`src/rtl/gpu_pkg.sv`:
```
// gpu_pkg: constants and types shared by the rasterizer front end,
// the coverage/colour rasterizer and the framebuffer writer.
//   COORD_W  - width of every screen-space x/y coordinate
//   SCREEN_W - screen width in pixels (legal x is 0..SCREEN_W-1)
//   SCREEN_H - screen height in pixels (legal y is 0..SCREEN_H-1)
//   walker_state_e - state encoding of triangle_bbox_walker
package gpu_pkg;

  localparam int COORD_W  = 10;
  localparam int SCREEN_W = 640;
  localparam int SCREEN_H = 480;

  typedef enum logic [1:0] {
    IDLE  = 2'd0,
    SETUP = 2'd1,
    SCAN  = 2'd2
  } walker_state_e;

endpackage : gpu_pkg

```
`src/rtl/bbox_clamp.sv`:
```
// bbox_clamp: combinational bounding box of three vertices, clamped to the
// screen.
// Inputs : v1x..v3y - three unsigned vertex coordinates (COORD_W bits each)
// Outputs: min_x/max_x/min_y/max_y - box corners, max clamped to the screen
//          empty - box lies completely right of or below the screen
// When empty is set the corner outputs carry no meaning.
module bbox_clamp #(
  parameter int COORD_W  = 10,
  parameter int SCREEN_W = 640,
  parameter int SCREEN_H = 480
) (
  input  logic [COORD_W-1:0] v1x,
  input  logic [COORD_W-1:0] v1y,
  input  logic [COORD_W-1:0] v2x,
  input  logic [COORD_W-1:0] v2y,
  input  logic [COORD_W-1:0] v3x,
  input  logic [COORD_W-1:0] v3y,
  output logic [COORD_W-1:0] min_x,
  output logic [COORD_W-1:0] max_x,
  output logic [COORD_W-1:0] min_y,
  output logic [COORD_W-1:0] max_y,
  output logic               empty
);

  localparam logic [COORD_W-1:0] X_LIM = COORD_W'(SCREEN_W - 1);
  localparam logic [COORD_W-1:0] Y_LIM = COORD_W'(SCREEN_H - 1);

  function automatic logic [COORD_W-1:0] min3(
    input logic [COORD_W-1:0] a,
    input logic [COORD_W-1:0] b,
    input logic [COORD_W-1:0] c
  );
    logic [COORD_W-1:0] m;
    m = (a < b) ? a : b;
    return (m < c) ? m : c;
  endfunction

  function automatic logic [COORD_W-1:0] max3(
    input logic [COORD_W-1:0] a,
    input logic [COORD_W-1:0] b,
    input logic [COORD_W-1:0] c
  );
    logic [COORD_W-1:0] m;
    m = (a > b) ? a : b;
    return (m > c) ? m : c;
  endfunction

  logic [COORD_W-1:0] raw_max_x;
  logic [COORD_W-1:0] raw_max_y;

  always_comb begin
    min_x     = min3(v1x, v2x, v3x);
    min_y     = min3(v1y, v2y, v3y);
    raw_max_x = max3(v1x, v2x, v3x);
    raw_max_y = max3(v1y, v2y, v3y);
    max_x     = (raw_max_x > X_LIM) ? X_LIM : raw_max_x;
    max_y     = (raw_max_y > Y_LIM) ? Y_LIM : raw_max_y;
    // Only the minimum can be off-screen; once it is on-screen the clamped
    // maximum is guaranteed to be >= it.
    empty     = (min_x > X_LIM) || (min_y > Y_LIM);
  end

endmodule : bbox_clamp

```
`src/rtl/triangle_bbox_walker.sv`:
```
// triangle_bbox_walker: accepts one triangle per tri handshake, computes its
// screen-clamped bounding box and walks every pixel of the box in raster
// order, one pixel per pix handshake.
// Ports:
//   clk, reset_n          - clock, asynchronous active-low reset
//   tri_valid/tri_ready   - triangle handshake; v1x..v3y sampled on it
//   lat_v1x..lat_v3y      - latched vertices, stable for the whole walk
//   pix_valid/pix_ready   - pixel handshake
//   pix_x, pix_y          - current pixel; pix_last marks the final one
//   busy                  - any state other than IDLE
module triangle_bbox_walker
  import gpu_pkg::*;
#(
  parameter int COORD_W  = gpu_pkg::COORD_W,
  parameter int SCREEN_W = gpu_pkg::SCREEN_W,
  parameter int SCREEN_H = gpu_pkg::SCREEN_H
) (
  input  logic               clk,
  input  logic               reset_n,
  input  logic               tri_valid,
  output logic               tri_ready,
  input  logic [COORD_W-1:0] v1x,
  input  logic [COORD_W-1:0] v1y,
  input  logic [COORD_W-1:0] v2x,
  input  logic [COORD_W-1:0] v2y,
  input  logic [COORD_W-1:0] v3x,
  input  logic [COORD_W-1:0] v3y,
  output logic [COORD_W-1:0] lat_v1x,
  output logic [COORD_W-1:0] lat_v1y,
  output logic [COORD_W-1:0] lat_v2x,
  output logic [COORD_W-1:0] lat_v2y,
  output logic [COORD_W-1:0] lat_v3x,
  output logic [COORD_W-1:0] lat_v3y,
  output logic               pix_valid,
  input  logic               pix_ready,
  output logic [COORD_W-1:0] pix_x,
  output logic [COORD_W-1:0] pix_y,
  output logic               pix_last,
  output logic               busy
);

  localparam logic [COORD_W-1:0] ONE = COORD_W'(1);

  walker_state_e state_q, state_d;

  logic [COORD_W-1:0] v1x_q, v1y_q, v2x_q, v2y_q, v3x_q, v3y_q;
  logic [COORD_W-1:0] v1x_d, v1y_d, v2x_d, v2y_d, v3x_d, v3y_d;
  logic [COORD_W-1:0] min_x_q, max_x_q, min_y_q, max_y_q;
  logic [COORD_W-1:0] min_x_d, max_x_d, min_y_d, max_y_d;
  logic [COORD_W-1:0] x_q, y_q, x_d, y_d;
  logic               last_q, last_d;

  logic [COORD_W-1:0] bb_min_x, bb_max_x, bb_min_y, bb_max_y;
  logic               bb_empty;

  // The box is computed from the latched vertices, so it is valid in SETUP.
  bbox_clamp #(
    .COORD_W  (COORD_W),
    .SCREEN_W (SCREEN_W),
    .SCREEN_H (SCREEN_H)
  ) u_bbox_clamp (
    .v1x   (v1x_q),
    .v1y   (v1y_q),
    .v2x   (v2x_q),
    .v2y   (v2y_q),
    .v3x   (v3x_q),
    .v3y   (v3y_q),
    .min_x (bb_min_x),
    .max_x (bb_max_x),
    .min_y (bb_min_y),
    .max_y (bb_max_y),
    .empty (bb_empty)
  );

  always_comb begin
    state_d = state_q;
    v1x_d   = v1x_q;
    v1y_d   = v1y_q;
    v2x_d   = v2x_q;
    v2y_d   = v2y_q;
    v3x_d   = v3x_q;
    v3y_d   = v3y_q;
    min_x_d = min_x_q;
    max_x_d = max_x_q;
    min_y_d = min_y_q;
    max_y_d = max_y_q;
    x_d     = x_q;
    y_d     = y_q;
    last_d  = last_q;

    unique case (state_q)
      IDLE: begin
        if (tri_valid) begin
          v1x_d   = v1x;
          v1y_d   = v1y;
          v2x_d   = v2x;
          v2y_d   = v2y;
          v3x_d   = v3x;
          v3y_d   = v3y;
          state_d = SETUP;
        end
      end

      SETUP: begin
        if (bb_empty) begin
          state_d = IDLE;
        end else begin
          min_x_d = bb_min_x;
          max_x_d = bb_max_x;
          min_y_d = bb_min_y;
          max_y_d = bb_max_y;
          x_d     = bb_min_x;
          y_d     = bb_min_y;
          // A single-pixel box is its own last beat.
          last_d  = (bb_min_x == bb_max_x) && (bb_min_y == bb_max_y);
          state_d = SCAN;
        end
      end

      SCAN: begin
        if (pix_ready) begin
          if ((x_q == max_x_q) && (y_q == max_y_q)) begin
            last_d  = 1'b0;
            state_d = IDLE;
          end else if (x_q == max_x_q) begin
            x_d    = min_x_q;
            y_d    = y_q + ONE;
            // pix_last is registered, so it is predicted for the next pixel.
            last_d = (min_x_q == max_x_q) && ((y_q + ONE) == max_y_q);
          end else begin
            x_d    = x_q + ONE;
            last_d = ((x_q + ONE) == max_x_q) && (y_q == max_y_q);
          end
        end
      end

      default: begin
        state_d = IDLE;
        last_d  = 1'b0;
      end
    endcase
  end

  always_ff @(posedge clk or negedge reset_n) begin
    if (!reset_n) begin
      state_q <= IDLE;
      v1x_q   <= '0;
      v1y_q   <= '0;
      v2x_q   <= '0;
      v2y_q   <= '0;
      v3x_q   <= '0;
      v3y_q   <= '0;
      min_x_q <= '0;
      max_x_q <= '0;
      min_y_q <= '0;
      max_y_q <= '0;
      x_q     <= '0;
      y_q     <= '0;
      last_q  <= 1'b0;
    end else begin
      state_q <= state_d;
      v1x_q   <= v1x_d;
      v1y_q   <= v1y_d;
      v2x_q   <= v2x_d;
      v2y_q   <= v2y_d;
      v3x_q   <= v3x_d;
      v3y_q   <= v3y_d;
      min_x_q <= min_x_d;
      max_x_q <= max_x_d;
      min_y_q <= min_y_d;
      max_y_q <= max_y_d;
      x_q     <= x_d;
      y_q     <= y_d;
      last_q  <= last_d;
    end
  end

  assign tri_ready = (state_q == IDLE);
  assign pix_valid = (state_q == SCAN);
  assign busy      = (state_q != IDLE);
  assign pix_x     = x_q;
  assign pix_y     = y_q;
  assign pix_last  = last_q;
  assign lat_v1x   = v1x_q;
  assign lat_v1y   = v1y_q;
  assign lat_v2x   = v2x_q;
  assign lat_v2y   = v2y_q;
  assign lat_v3x   = v3x_q;
  assign lat_v3y   = v3y_q;

endmodule : triangle_bbox_walker

```
`config.mk`:
```
export PLATFORM = sky130hd
export DESIGN_NAME = triangle_bbox_walker
export DESIGN_NICKNAME = d
export VERILOG_FILES = /design/src/rtl/gpu_pkg.sv /design/src/rtl/bbox_clamp.sv /design/src/rtl/triangle_bbox_walker.sv
export SDC_FILE = /design/constraint.sdc
export NUM_CORES = 1
export LEC_CHECK = 0
export ABC_AREA = 1
export CAP_MARGIN = 20
export CORE_UTILIZATION = 35
export CTS_CLUSTER_DIAMETER = 200
export DETAILED_ROUTE_END_ITERATION = 6
export SLEW_MARGIN = 20
export SYNTH_ARGS = -nofsm -noshare
export SYNTH_HDL_FRONTEND = slang
export SYNTH_HIERARCHICAL = 1
export SYNTH_SLANG_ARGS = --single-unit
export TNS_END_PERCENT = 50
```
`constraint.sdc`:
```
create_clock -name clk -period 7.9 [get_ports clk]
set_input_delay 1.975 -clock clk [delete_from_list [all_inputs] [get_ports clk]]
set_output_delay 1.975 -clock clk [all_outputs]
set_load 0.005 [all_outputs]
```
# After elaboration in Yosys (flattened, before gate mapping)
# Cells that the tools add are included.
[classes]
n_bitwise = 2
magnitude_cmp = 12
add_sub_neg = 2
n_reduce_logical = 14
eq_ne = 15
n_mux = 30
[ops]
columns = ["operator", "n"]
rows = [
  ["$mux 10", 18],
  ["$eq 10x10->1", 7],
  ["$gt 10x10->1", 4],
  ["$lt 10x10->1", 4],
  ["$pmux 10 s2", 2],
  ["$add 10x1->10 const B", 2],
  ["$gt 10x10->1 const B", 2],
  ["$gt 10x9->1 const B", 2],
  ["$mux 2", 4],
  ["$ne 2x1->1 const B", 3],
  ["$ne 2x2->1 const B", 3],
  ["$pmux 2 s3", 1],
  ["$reduce_and 3->1", 2],
  ["$reduce_and 5->1", 1],
  ["$logic_and 1x1->1", 4],
  ["$mux 1", 4],
  ["$reduce_and 2->1", 2],
  ["$reduce_and 4->1", 1],
  ["$reduce_bool 2->1", 2],
  ["$pmux 1 s3", 1],
  ["$eq 2x1->1 const B", 1],
  ["$eq 2x2->1 const B", 1],
  ["$logic_not 2->1", 1],
  ["$not 1->1", 2],
  ["$logic_or 1x1->1", 1],
]
[word_totals]
word_cells = 88
out_inout_bits = 84
regBits = 113
in_bits = 64

# Logic depth before layout (Yosys ltp)
# Gate-level depths: netlist of the first run.
[logic_depth]
word_depth = 10
ltp_mapped = 36
depth_no_buf = 34

# By module
# The synthesis of the first run kept the hierarchy.
[by_module_without_submodules]
columns = ["module", "seq_area_each_um2", "instances", "cells_each", "area_each_um2"]
rows = [
  ["triangle_bbox_walker", 2827.7, 1, 704, 6062.1],
  ["bbox_clamp", 0.0, 1, 466, 2773.9],
]

# Worst setup path before layout of the first run
# No wires, ideal clock.
[synth_path]
kind = "reg2reg"
startpoint = "register v2y_q[5], in the netlist lat_v2y[5]"
endpoint = "register last_q, in the netlist pix_last"
path_stages_with_launch = 30
n_path_buf = 3
slack_ns = 4.087
synth_period_minus_slack_ns = 3.813
t_required_ns = 7.835
setup_time_ns = 0.065
arrival_ns = 3.748
path_cell_list = "dfrtp_1 inv_1 ha_1 nand2_1 nor2_2 nand3_2 nand3_2 nand2_2 buf_6 buf_2 o21ai_0 ha_1 nand2_1 inv_1 nand3_1 nor2_1 o21ai_2 o211ai_2 o21ai_4 buf_4 nand2_2 o21ai_4 nand3_1 xnor2_1 o2111ai_1 nor3_1 nand3_1 nand2_1 nand2_1 nand2_1"
[synth_between]
elab_chain_len = 10
elab_cells_between_ends = 18
cone_classes = "6 x order compare; 2 x eq/ne; 7 x mux; 3 x reduce/logical"
[synth_lines]
columns = ["element", "line_no", "source"]
rows = [
  ["start: declaration", "triangle_bbox_walker.sv:46", "logic [COORD_W-1:0] v1x_q, v1y_q, v2x_q, v2y_q, v3x_q, v3y_q;"],
  ["start signal: assignment", "triangle_bbox_walker.sv:165", "v2y_q <= v2y_d;"],
  ["$gt 10x10->1", "bbox_clamp.sv:44", "m = (a > b) ? a : b;"],
  ["$mux 10 *", "bbox_clamp.sv:44", ""],
  ["$gt 10x10->1", "bbox_clamp.sv:45", "return (m > c) ? m : c;"],
  ["$mux 10 *", "bbox_clamp.sv:45", ""],
  ["$gt 10x9->1", "bbox_clamp.sv:57", "max_y = (raw_max_y > Y_LIM) ? Y_LIM : raw_max_y;"],
  ["$mux 10 *", "bbox_clamp.sv:57", ""],
  ["via bb_max_y[2]", "triangle_bbox_walker.sv:53", "logic [COORD_W-1:0] bb_min_x, bb_max_x, bb_min_y, bb_max_y;"],
  ["$eq 10x10->1 *", "triangle_bbox_walker.sv:115", "last_d = (bb_min_x == bb_max_x) && (bb_min_y == bb_max_y);"],
  ["$logic_and 1x1->1 *", "triangle_bbox_walker.sv:115", ""],
  ["$mux 1 *", "triangle_bbox_walker.sv:105", "if (bb_empty) begin"],
  ["$pmux 1 s3 *", "triangle_bbox_walker.sv:91", "unique case (state_q)"],
  ["end signal: assignment", "triangle_bbox_walker.sv:174", "last_q <= last_d;"],
  ["end: declaration", "triangle_bbox_walker.sv:51", "logic last_q, last_d;"],
]
# The timed path passes the listed nets; every way through them passes the cells marked *. The select of a mux whose other input is x is not followed.
# A chain may end at the register's enable or synchronous reset.

# Worst setup path in the final report of the first run
[layout_path]
startpoint = "register v2x_q[9], in the netlist lat_v2x[9]"
endpoint = "register last_q, in the netlist pix_last"
[layout_between]
elab_chain_len = 10
elab_cells_between_ends = 18
cone_classes = "6 x order compare; 2 x eq/ne; 7 x mux; 3 x reduce/logical"
[layout_lines]
columns = ["element", "line_no", "source"]
rows = [
  ["start: declaration", "triangle_bbox_walker.sv:46", ""],
  ["start signal: assignment", "triangle_bbox_walker.sv:164", "v2x_q <= v2x_d;"],
  ["$gt 10x10->1", "bbox_clamp.sv:44", ""],
  ["$mux 10 *", "bbox_clamp.sv:44", ""],
  ["$gt 10x10->1", "bbox_clamp.sv:45", ""],
  ["$mux 10 *", "bbox_clamp.sv:45", ""],
  ["$gt 10x10->1", "bbox_clamp.sv:56", "max_x = (raw_max_x > X_LIM) ? X_LIM : raw_max_x;"],
  ["$mux 10 *", "bbox_clamp.sv:56", ""],
  ["via bb_max_x[9]", "triangle_bbox_walker.sv:53", ""],
  ["$eq 10x10->1 *", "triangle_bbox_walker.sv:115", ""],
  ["$logic_and 1x1->1 *", "triangle_bbox_walker.sv:115", ""],
  ["$mux 1 *", "triangle_bbox_walker.sv:105", ""],
  ["$pmux 1 s3 *", "triangle_bbox_walker.sv:91", ""],
]
# Marked as above.

==> results of run 1 <==
## layout by cell type, fill, tap and decap left out, types with 4 or more instances in the layout
| master | Yosys | final |
|---|---|---|
| nand2_2 | 23 | 24 |
| clkdlybuf4s50_1 | 0 | 146 |
| buf_4 | 3 | 4 |
| xor2_1 | 16 | 16 |
| nand4_1 | 9 | 9 |
| ha_1 | 63 | 63 |
| nor3_1 | 5 | 5 |
| mux2_2 | 60 | 60 |
| o21ai_1 | 29 | 29 |
| nand2_1 | 326 | 325 |
| nand3_2 | 7 | 7 |
| nand3_1 | 38 | 38 |
| a21oi_1 | 30 | 30 |
| dfrtp_1 | 113 | 113 |
| a21oi_2 | 5 | 5 |
| nor2_2 | 3 | 4 |
| nand3b_1 | 7 | 7 |
| clkinv_2 | 1 | 5 |
| nor2_4 | 4 | 4 |
| inv_1 | 145 | 145 |
| xnor2_1 | 21 | 21 |
| o21ai_2 | 19 | 19 |
| clkbuf_16 | 0 | 17 |
| o21ai_0 | 100 | 100 |
| nand2_4 | 7 | 7 |
| inv_2 | 4 | 4 |
| nor2_1 | 67 | 66 |
## worst paths after layout
path / cells after the start / endpoint / from / slack, ps
worst max-delay path: 26 / pix_last$_DFFE_PN0P_ / lat_v2x[9]$_DFFE_PN0P_ / 2910
worst min-delay path: 2 / max_y_q[8]$_DFFE_PN0P_ / max_y_q[8]$_DFFE_PN0P_ / 500
worst max register to register: 26 / pix_last$_DFFE_PN0P_ / lat_v2x[9]$_DFFE_PN0P_ / 2910
worst min register to register: 2 / max_y_q[8]$_DFFE_PN0P_ / max_y_q[8]$_DFFE_PN0P_ / 500
max in group asynchronous: 2 / max_x_q[0]$_DFFE_PN0P_ / reset_n / 5080
min in group asynchronous: 1 / lat_v1y[2]$_DFFE_PN0P_ / reset_n / 1550
## state kept, by name, indices dropped and copies added (netlist names)
signal and count:
lat_v2x 10, pix_y 10, max_x_q 10, lat_v1x 10, state_q 2, lat_v1y 10
lat_v3y 10, max_y_q 10, min_x_q 10, pix_x 10, lat_v2y 10, lat_v3x 10
pix_last 1
## metrics by stage
step           worst slack (ps)  utilization [%]
2_1_floorplan              4090                -
3_3_place_gp               3160             42.9
3_5_place_dp               3020             42.9
4_1_cts                    2990             45.4
5_1_grt                    2310             45.4
6_report                   2910             45.4
## routing by layer
metal	vias to the layer above	wire length [um]
li1	4070	-
met3	16	1150
met4	0	238
met1	3543	11700
met5	-	0
met2	186	9920
## logic make-up (layout without fill, tap and decap cells)
kind of cell	count (synthesis)	after routing	synth area share (%)
mux	61	61	7.76
other cells	1	1	0.0424
simple gates	503	503	25.1
fa+ha+maj	63	63	8.92
buf+inv	189	337	8.98
compound gates	203	203	13.5
flops	113	113	32.0
xor+xnor	37	37	3.67
## critical path: stages, from the launching register on
cell       delay [ps]
dfrtp_1           400
inv_1              60
ha_1              300
nand2_2           110
inv_2              40
a21oi_2           170
nand3_2           330
o21ai_2           420
nand2_1            90
o21ai_1           170
ha_1              290
nand2_1           130
nor4_1             70
o21ai_1            80
o2111ai_1         130
nand2_1           370
clkinv_1          220
o21ai_2           300
nand2_2           150
nand2_1           110
xnor2_1           130
nand4_1           110
nor4_1            390
nand3_1           150
nand2_1            90
nand2_1            50
nand2_1            50
## area by class of cell
cell class | count | area (sq um)
clock inverter | 10 | 133
inverter | 155 | 591
clock buffer | 22 | 474
timing repair buffer | 150 | 1490
sequential | 113 | 2830
fill | 2465 | 13400
tap | 324 | 405
multi-input combinational | 868 | 5220
==> flow_summary.ini, run 1 <==
[finish]
antenna_cells = 0
finalNonFillerCells = 1642
syn2layout_area_growth_pct = 26.1
nets = 1432
fin_area_sq_um = 11100
drive_above_1_share_pct = 13.7

[placed_design]
gp_congestion = 0.904
placedInstanceArea_sq_um = 10500
placedCellCount = 1610
port_buffers = 147
dpl.hpwl_mm = 18.1

[global_routing]
busiest_layer = met2
antenna_found_initial = 0
globalRouteOverflowTotal = 0
grt_max_degree = 68
grt_pass1_wl_mm = 38.2
grt_use_met3_pct = 3.72
use_met2_pct = 27.7
grt_usage_pct = 18.3
grt_pass1_vias = 7544
grtUsageMet1_pct = 26.1

[floorplanning]
io_pins = 148
die_y_um = 161
rows = 57
die_w_um = 161
start_util_pct = 36.0
fp.dieArea_sq_um = 25900
core_sq_um = 24500

[drt]
drc_errors = 0
wl_per_cell_um = 14.0
viasPerCell = 4.76
drt_iter0_drc = 386
first_pass_iters = 5
routed_wl_mm = 23.0
vias = 7815
ant_nets = 0

[synth]
synth_edf_count = 0
yosysTopAreaCell = dfrtp_1
syn_nets = 1297
synth.avg_cell_area_sq_um = 7.55
synth_seq_cells = 113
ys_warn_count = 6
syn_inst = 1170
synth_area_leaders = dfrtp_1 (32%), nand2_1 (14%), ha_1 (8.9%)
dominantRegCellSynth = dfrtp_1
synth_top_area_share_pct = 32.0
ys_types = 50
ys_seq_area_share_pct = 32.0
synth.most_common_cell = nand2_1
syn_area_sq_um = 8840
ys_async_sr_fraction_pct = 100
ys_top_cells_by_count = nand2_1 (326), inv_1 (145), dfrtp_1 (113), o21ai_0 (100), nor2_1 (67)

[timing]
slew_headroom_pct = 39.9
clock_skew_ps = 8.53
finalSetupViolations = 0
timing.fmax_mhz = 200
min_period_over_period_pct = 63.2
rsz0062_at_grt = false
min_period_ps = 4990
final_max_slew_viol_count = 0
holdWs_ps = 495
worst_pin_slew_ps = 901
hold_viol_final = 0
setup_tns_ps = 0

[critical_path]
crit_required_ps = 8250
cp_max_fo = 20
cp.arrival_ps = 5340
critPathLaunchType = flop
crit_path_end_kind = flop
crit_type = reg -> reg

[cts]
root_buffer = clkbuf_16
cts_resized = 0
cts_setup_buffers = 0
cts_num_sinks = 113
clock_latency_ps = 420
cts.clk_slew.worst_paths_ps = 50
cts_buffers = 17
htree_num_levels = 4
ctsHoldBuffers = 0
tritoncts = built
clockBufferDepth = 2

[worst_hold_path]
hp-class = reg -> reg

[status]
outcome = finished, final reports clean

[run]
cap_violations = 0
Power of run 1 is left out: the tool's default activity adds up to more than one toggle a clock period on the data nets, which glitch-free logic cannot reach.
==> run 2: changes to the inputs <==
- clock period: 7.9 -> 4.15 ns (I/O delays scaled with it)
==> run 2 against run 1 <==
Net effect:
- count of clock-buffer cells in the layout fell by 1
- die area did not move
- largest cell class unchanged
- sequential share of layout area fell by 2.6 points
==> flow_summary.ini, run 2 (same netlist as run 1, synthesis figures left out) <==
[critical_path]
cp_max_fo = 8
cp.arrival_ps = 4460
critPathMaxStageDelay_ps = 390
r2r_start = lat_v1x[8]$_DFFE_PN0P_
cpMostUsedCell = nand2_1
crit_slowest_cell = dfrtp_1
critPathLaunchType = flop
rr_endpoint = pix_last$_DFFE_PN0P_
crit_path_end_kind = flop
crit_required_ps = 4510
r2r_slack_ps = 50
rr_worst_depth = 28
crit_type = reg -> reg

[timing]
rsz0062_at_grt = true
worst_pin_slew_ps = 778
min_period_over_period_pct = 98.8
hold_viol_final = 0
finalSetupViolations = 0
holdWs_ps = 504
clock_skew_ps = 9.08
timing.fmax_mhz = 244
final_max_slew_viol_count = 0
setup_ws_ps = 51.8
slew_headroom_pct = 48.0
min_period_ps = 4100

[cts]
htree_num_levels = 4
clockBufferDepth = 2
clock_latency_ps = 420
cts.clk_slew.worst_paths_ps = 60
tritoncts = built
ctsHoldBuffers = 0
cts_buffers = 17
cts_num_sinks = 113
root_buffer = clkbuf_16

[global_routing]
grt_pass1_wl_mm = 40.0
globalRouteOverflowTotal = 0
grt_usage_pct = 19.1
antenna_found_initial = 0
grt_pass1_vias = 8087
grt_max_degree = 67

[run]
cap_violations = 0

[drt]
routed_wl_mm = 24.3
first_pass_iters = 6
viasPerCell = 4.76
drt_iter0_drc = 357
wl_per_cell_um = 14.0
drc_errors = 0
ant_nets = 0
vias = 8278

[finish]
nets = 1531
syn2layout_area_growth_pct = 40.2
fin_area_sq_um = 12400
finalNonFillerCells = 1740
antenna_cells = 0
final_cell_mix = nand2_1 (311), clkdlybuf4s50_1 (146), inv_1 (143)
drive_above_1_share_pct = 24.0
final_common_cell = nand2_1

[floorplanning]
die_y_um = 161
die_w_um = 161
core_sq_um = 24500
fp.dieArea_sq_um = 25900
rows = 57
start_util_pct = 36.0
io_pins = 148

[status]
outcome = finished, final reports clean

[placed_design]
gp_congestion = 0.887
dpl.hpwl_mm = 18.7
placedCellCount = 1685
post-place-ws_ps = -148
port_buffers = 147
placedInstanceArea_sq_um = 11100

[worst_hold_path]
hold-path-endpoint = max_y_q[9]$_DFFE_PN0P_
min_path_cells = 2
hp-class = reg -> reg
holdCritStartpoint = max_y_q[9]$_DFFE_PN0P_
-- run 2: area by class of cell --
class | instances | area, sq um
Inverter | 155 | 597
Fill cell | 2421 | 12100
Tap cell | 324 | 405
Multi-Input combinational cell | 870 | 5630
Timing Repair Buffer | 246 | 2290
Clock buffer | 21 | 470
Timing Repair inverter | 1 | 7.51
Sequential cell | 113 | 2830
Clock inverter | 10 | 158
-- run 2: worst max-delay path by stage --
| stage | cells past startpoint | slack [ps] | endpoint | start |
|---|---|---|---|---|
| 2_1_floorplan | 29 | 340 | pix_last$_DFFE_PN0P_ | lat_v2y[5]$_DFFE_PN0P_ |
| 3_3_place_gp | 26 | -140 | pix_last$_DFFE_PN0P_ | lat_v1x[5]$_DFFE_PN0P_ |
| 3_5_place_dp | 26 | -150 | pix_last$_DFFE_PN0P_ | lat_v2x[5]$_DFFE_PN0P_ |
| 4_1_cts | 27 | 3 | pix_last$_DFFE_PN0P_ | lat_v1x[5]$_DFFE_PN0P_ |
| 5_1_grt | 29 | -240 | pix_last$_DFFE_PN0P_ | lat_v2x[8]$_DFFE_PN0P_ |
| 6_report | 28 | 50 | pix_last$_DFFE_PN0P_ | lat_v1x[8]$_DFFE_PN0P_ |
-- run 2: per-layer routing --
metal,GRT usage [%],wire [um]
met1,27.2,12100
met2,29.3,11000
met3,3.46,974
met4,5.15,306
met5,0,0
-- run 2: timing repair --
action / 4_1_cts / 5_1_grt
pin swaps: 11 / 50
gates resized for setup: 20 / 77
buffers inserted: 4 / 17
setup endpoints to repair: 1 / 24
cloned: 1 / 2
-- run 2: through the flow --
stage	setup TNS, ps	utilization, %
detailed placement	-148	45.4
CTS	0	48.4
global route	-358	50.5
global placement	-140	45.4
finish	0	50.5
floorplan	0	-
-- run 2: critical path: cells and delay by family (launching register included) --
kind,cells,cell delay (ps)
AND/OR/NAND/NOR,17,2020
AO/OA/AOI/OAI,6,630
adder cells (fa/ha/maj),2,610
flip-flops,1,390
buffers and inverters,3,390
Power of run 2 is left out for the same reason.
==> run 3: changes to the inputs <==
- CORE_ASPECT_RATIO: unset -> 0.8
==> run 3 against run 2 <==
Net effect:
- the flow now finishes with violations (design-rule violations)
- final cell count is 1.7% lower
- worst setup slack lost 21 ps
- largest cell class unchanged
- sequential cell count unchanged
- worst hold slack barely moved
- highest routed layer is now met5
- via count grew 0.39%
- global-route usage up 0.75 points
- non-clock buffer count fell by 23
- first-iteration DRC count grew 78%
- sequential share of layout area up 0.27 points
==> flow_summary.ini, run 3 (same netlist as run 1, synthesis figures left out) <==
[status]
outcome = complete, but fails checks
failed_checks = design-rule violations

[timing]
setup_ws_ps = 30.8
min_period_ps = 4120
holdWs_ps = 504
slew_headroom_pct = 48.4
worst_pin_slew_ps = 773
hold_viol_final = 0
rsz0062_at_grt = true
final_max_slew_viol_count = 0
finalSetupViolations = 0
min_period_over_period_pct = 99.3
clock_skew_ps = 9.56
timing.fmax_mhz = 243

[run]
cap_violations = 0

[drt]
viasPerCell = 4.86
drt_iter0_drc = 634
ant_nets = 0
wl_per_cell_um = 15.1
drc_errors = 10
routed_wl_mm = 25.9
vias = 8310
first_pass_iters = 7

[floorplanning]
start_util_pct = 36.0
io_pins = 148
die_w_um = 180
die_y_um = 144
fp.dieArea_sq_um = 25900
core_sq_um = 24600
rows = 51

[critical_path]
cp_max_fo = 13
crit_path_end_kind = flop
crit_family = simple AND/OR/NAND/NOR gates
crit_slowest_cell = dfrtp_1
crit_buf_inv = 2
crit_required_ps = 4500
critPathLaunchType = flop
cpMostUsedCell = nand2_1
cp.arrival_ps = 4470
crit_type = reg -> reg
critPathMaxStageDelay_ps = 440

[finish]
antenna_cells = 0
syn2layout_area_growth_pct = 38.6
nets = 1509
final_cell_mix = nand2_1 (311), clkdlybuf4s50_1 (146), inv_1 (140)
final_common_cell = nand2_1
drive_above_1_share_pct = 23.0
fill_cells = 2310

[worst_hold_path]
hp-class = reg -> reg

[global_routing]
antenna_found_initial = 1
grt_max_degree = 61
globalRouteOverflowTotal = 0
grt_pass1_vias = 7641
grt_pass1_wl_mm = 40.4
grt_usage_pct = 19.8

[cts]
htree_num_levels = 4
cts_num_sinks = 113
cts.clk_slew.worst_paths_ps = 60
ctsHoldBuffers = 0
tritoncts = built
cts_buffers = 17
clockBufferDepth = 2
clock_latency_ps = 420
root_buffer = clkbuf_16

[placed_design]
port_buffers = 147
gp_congestion = 0.895
post-place-ws_ps = -106
dpl.hpwl_mm = 19.5
[run 3: tightest hold or removal path: stages, from the launching register on]
cell	delay, ps
dfrtp_1	360
nand2_1	50
o21ai_0	60
[run 3: stage by stage]
stage               std cells  instance area [sq um]  TNS (ps)  util, %
floorplan                1170                   8840         0        -
global placement         1660                  11000         0     44.8
detailed placement       1660                  11000      -106     44.8
CTS                      1690                  11600         0     47.1
global route             1711                  12200      -243     49.8
finish                   1711                  12200         0     49.8
[run 3: what timing repair did]
action	CTS	global route
cloned	0	4
buffers inserted	0	17
pin swaps	0	38
setup endpoints to repair	1	21
resized for setup	1	115
[run 3: layout make-up]
class                   instances  area, sq um  area share (%)
multi-input cells             872         5720            46.7
flip-flops and latches        113         2830            23.1
repair buffers                223         2130            17.4
inverters                     155          594            4.85
clock buffers                  20          457            3.73
well taps                     318          398            3.25
clock inverters                10          111           0.909
[run 3: final timing paths]
kind | cells after the start | startpoint | to | slack [ps]
hold reg to reg | 2 | max_y_q[5]$_DFFE_PN0P_ | max_y_q[5]$_DFFE_PN0P_ | 500
min in group asynchronous | 1 | reset_n | min_x_q[7]$_DFFE_PN0P_ | 670
max in group asynchronous | 2 | reset_n | pix_x[9]$_DFFE_PN0P_ | 2760
setup reg to reg | 27 | lat_v1x[1]$_DFFE_PN0P_ | pix_last$_DFFE_PN0P_ | 30
setup / recovery | 27 | lat_v1x[1]$_DFFE_PN0P_ | pix_last$_DFFE_PN0P_ | 30
hold / removal | 2 | max_y_q[5]$_DFFE_PN0P_ | max_y_q[5]$_DFFE_PN0P_ | 500
[run 3: routing by layer]
layer	vias up	routed length (um)	track usage, %
li1	4235	-	-
met1	3769	13600	30.1
met2	292	10400	28.3
met3	12	1750	4.43
met4	2	146	3.90
met5	-	10	0
Power of run 3 is left out for the same reason.
==> variant: new RTL, config.mk and constraints of run 2 <==
`x_q` and `y_q` no longer have a reset.
--- a/src/rtl/triangle_bbox_walker.sv
+++ b/src/rtl/triangle_bbox_walker.sv
@@ -155,6 +155,4 @@
       min_y_q <= '0;
       max_y_q <= '0;
-      x_q     <= '0;
-      y_q     <= '0;
       last_q  <= 1'b0;
     end else begin
@@ -170,8 +168,11 @@
       min_y_q <= min_y_d;
       max_y_q <= max_y_d;
-      x_q     <= x_d;
-      y_q     <= y_d;
       last_q  <= last_d;
     end
+  end
+
+  always_ff @(posedge clk) begin
+    x_q <= x_d;
+    y_q <= y_d;
   end
 
Behaviour: differs if reset_n is asserted again (counterexample within 4 cycles, from zero or initial values and one cycle with reset_n low); with reset_n held inactive, the same outputs for 4 cycles.
==> variant against run 2 <==
Cell area up 0.86%. Wire length is 6.3% higher. Worst setup slack improved by 0.077 ns. Sequential cell count stayed put. Largest cell class unchanged. Maximum frequency up 1.9%. Non-clock buffer count increased by 2. Area after synthesis is 0.92% lower.
Power is left out: the tool's default activity adds up to more than one toggle a clock period on the data nets, which glitch-free logic cannot reach.
==> variant: results <==
{
  "avgSynthCellArea_um2": 7.59,
  "vias": 8252,
  "hp-start": "lat_v3y[1]",
  "drt_pass1_iterations": 5,
  "worst_path_dominant_cell_family": "simple AND/OR/NAND/NOR gates",
  "outcome": "complete, no violations",
  "hp-class": "reg -> reg",
  "skew_ns": 0.0144,
  "grt_pass1_vias": 7862,
  "routabilityCongestion": 0.905,
  "crit_slowest_cell": "dfrtp_1",
  "crit_arrival_ns": 4.38,
  "portBuffers": 147,
  "synth_fp_nets": 1281,
  "grtUsageTotal_pct": 19.8,
  "reg2reg_setup_slack_ns": 0.13,
  "hold_depth": 1,
  "seq_area_frac_synth_pct": 33.4,
  "n_antenna_cell": 0,
  "rr_worst_depth": 28,
  "crit_path_max_fanout": 7,
  "numCtsBuffers": 17,
  "drive_above_1_share_pct": 25.2,
  "yosys.cell_types.count": 49,
  "async_flop_share_pct": 82.3,
  "cts.root.buffer_cell": "clkbuf_16",
  "synth_edf_count": 20,
  "antenna_found_initial": 0,
  "dr.first_iter.drc_count": 491,
  "slew-limit-headroom_pct": 35.2,
  "path_clk_slew_ns": 0.06,
  "wl_per_cell_um": 15.0,
  "r2r-end": "pix_last",
  "ys_top_cells_by_area": "dfrtp_1, nand2_1, ha_1",
  "insertion_delay_ns": 0.42,
  "place_area_um2": 11000,
  "cts.htree.levels": 4,
  "max_stage_delay_ns": 0.41,
  "hold_end": "lat_v3y[1]",
  "timing.rr.start": "lat_v1y[9]",
  "grt_max_degree": 75,
  "yosysWarnings": 6,
  "synthTopCellsByCount": "nand2_1, inv_1, dfrtp_1",
  "finalNonFillerCells": 1727,
  "clockBufferDepth": 2,
  "grt_pass1_wl_um": 40400,
  "final_net_count": 1517,
  "place_hpwl_um": 19300
}
-- variant: changes by cell type after synthesis, moves of 9 or more --
cell	change
nor2_1	-13
edfxtp_1	+20
dfrtp_1	-20
o21ai_0	-11
inv_1	+9
nand2_1	+11
-- variant: layer usage --
layer  up-vias  routed length [um]  track usage [%]
met5         -                   0                0
met2       210               11700             30.2
met3        38                1130             3.30
met4         0                 549             7.23
li1       4230                   -                -
met1      3774               12500             27.9
-- variant: cell type report --
class	count	area [um^2]
sequential	113	2930
fill	2340	11900
clock inverter	12	213
multi-input combinational	842	5510
tap	324	405
clock buffer	20	437
inverter	168	636
timing repair buffer	248	2360
-- variant: cells by family after synthesis --
logic type / Yosys count / synth area share (%)
simple gates: 499 / 24.9
compound gates: 188 / 12.4
xor+xnor: 29 / 2.90
buf+inv: 200 / 9.48
mux: 61 / 7.83
other cells: 1 / 0.0428
fa+ha+maj: 63 / 9.00
flops: 113 / 33.4
-- variant: what timing repair did --
action                     4_1_cts  5_1_grt
buffers inserted                 0       27
pin swaps                        0       63
gates cloned                     0        7
resized for setup                2      136
setup endpoints to repair       11       21
-- variant: through the flow --
| step | hold WS, ns | setup TNS [ns] | setup WS (ns) |
|---|---|---|---|
| after floorplan | 0.472 | 0 | 0.105 |
| after global placement | 0.522 | 0 | 0.0339 |
| after detailed placement | 0.518 | -0.168 | -0.0171 |
| after CTS | 0.533 | 0 | 0.00772 |
| after global routing | 0.541 | -0.340 | -0.123 |
| final | 0.537 | 0 | 0.128 |
-- variant: how the worst max path moves through the flow --
stage / start / endpoint / slack, ns / cells past startpoint
2_1_floorplan: lat_v2x[9] / pix_x[0] / 0.10 / 23
3_3_place_gp: lat_v1x[8] / pix_last / 0.03 / 25
3_5_place_dp: lat_v1y[9] / pix_y[9] / -0.02 / 20
4_1_cts: lat_v1x[8] / pix_last / 0.008 / 26
5_1_grt: lat_v1y[3] / pix_last / -0.12 / 29
6_report: lat_v1y[9] / pix_last / 0.13 / 28
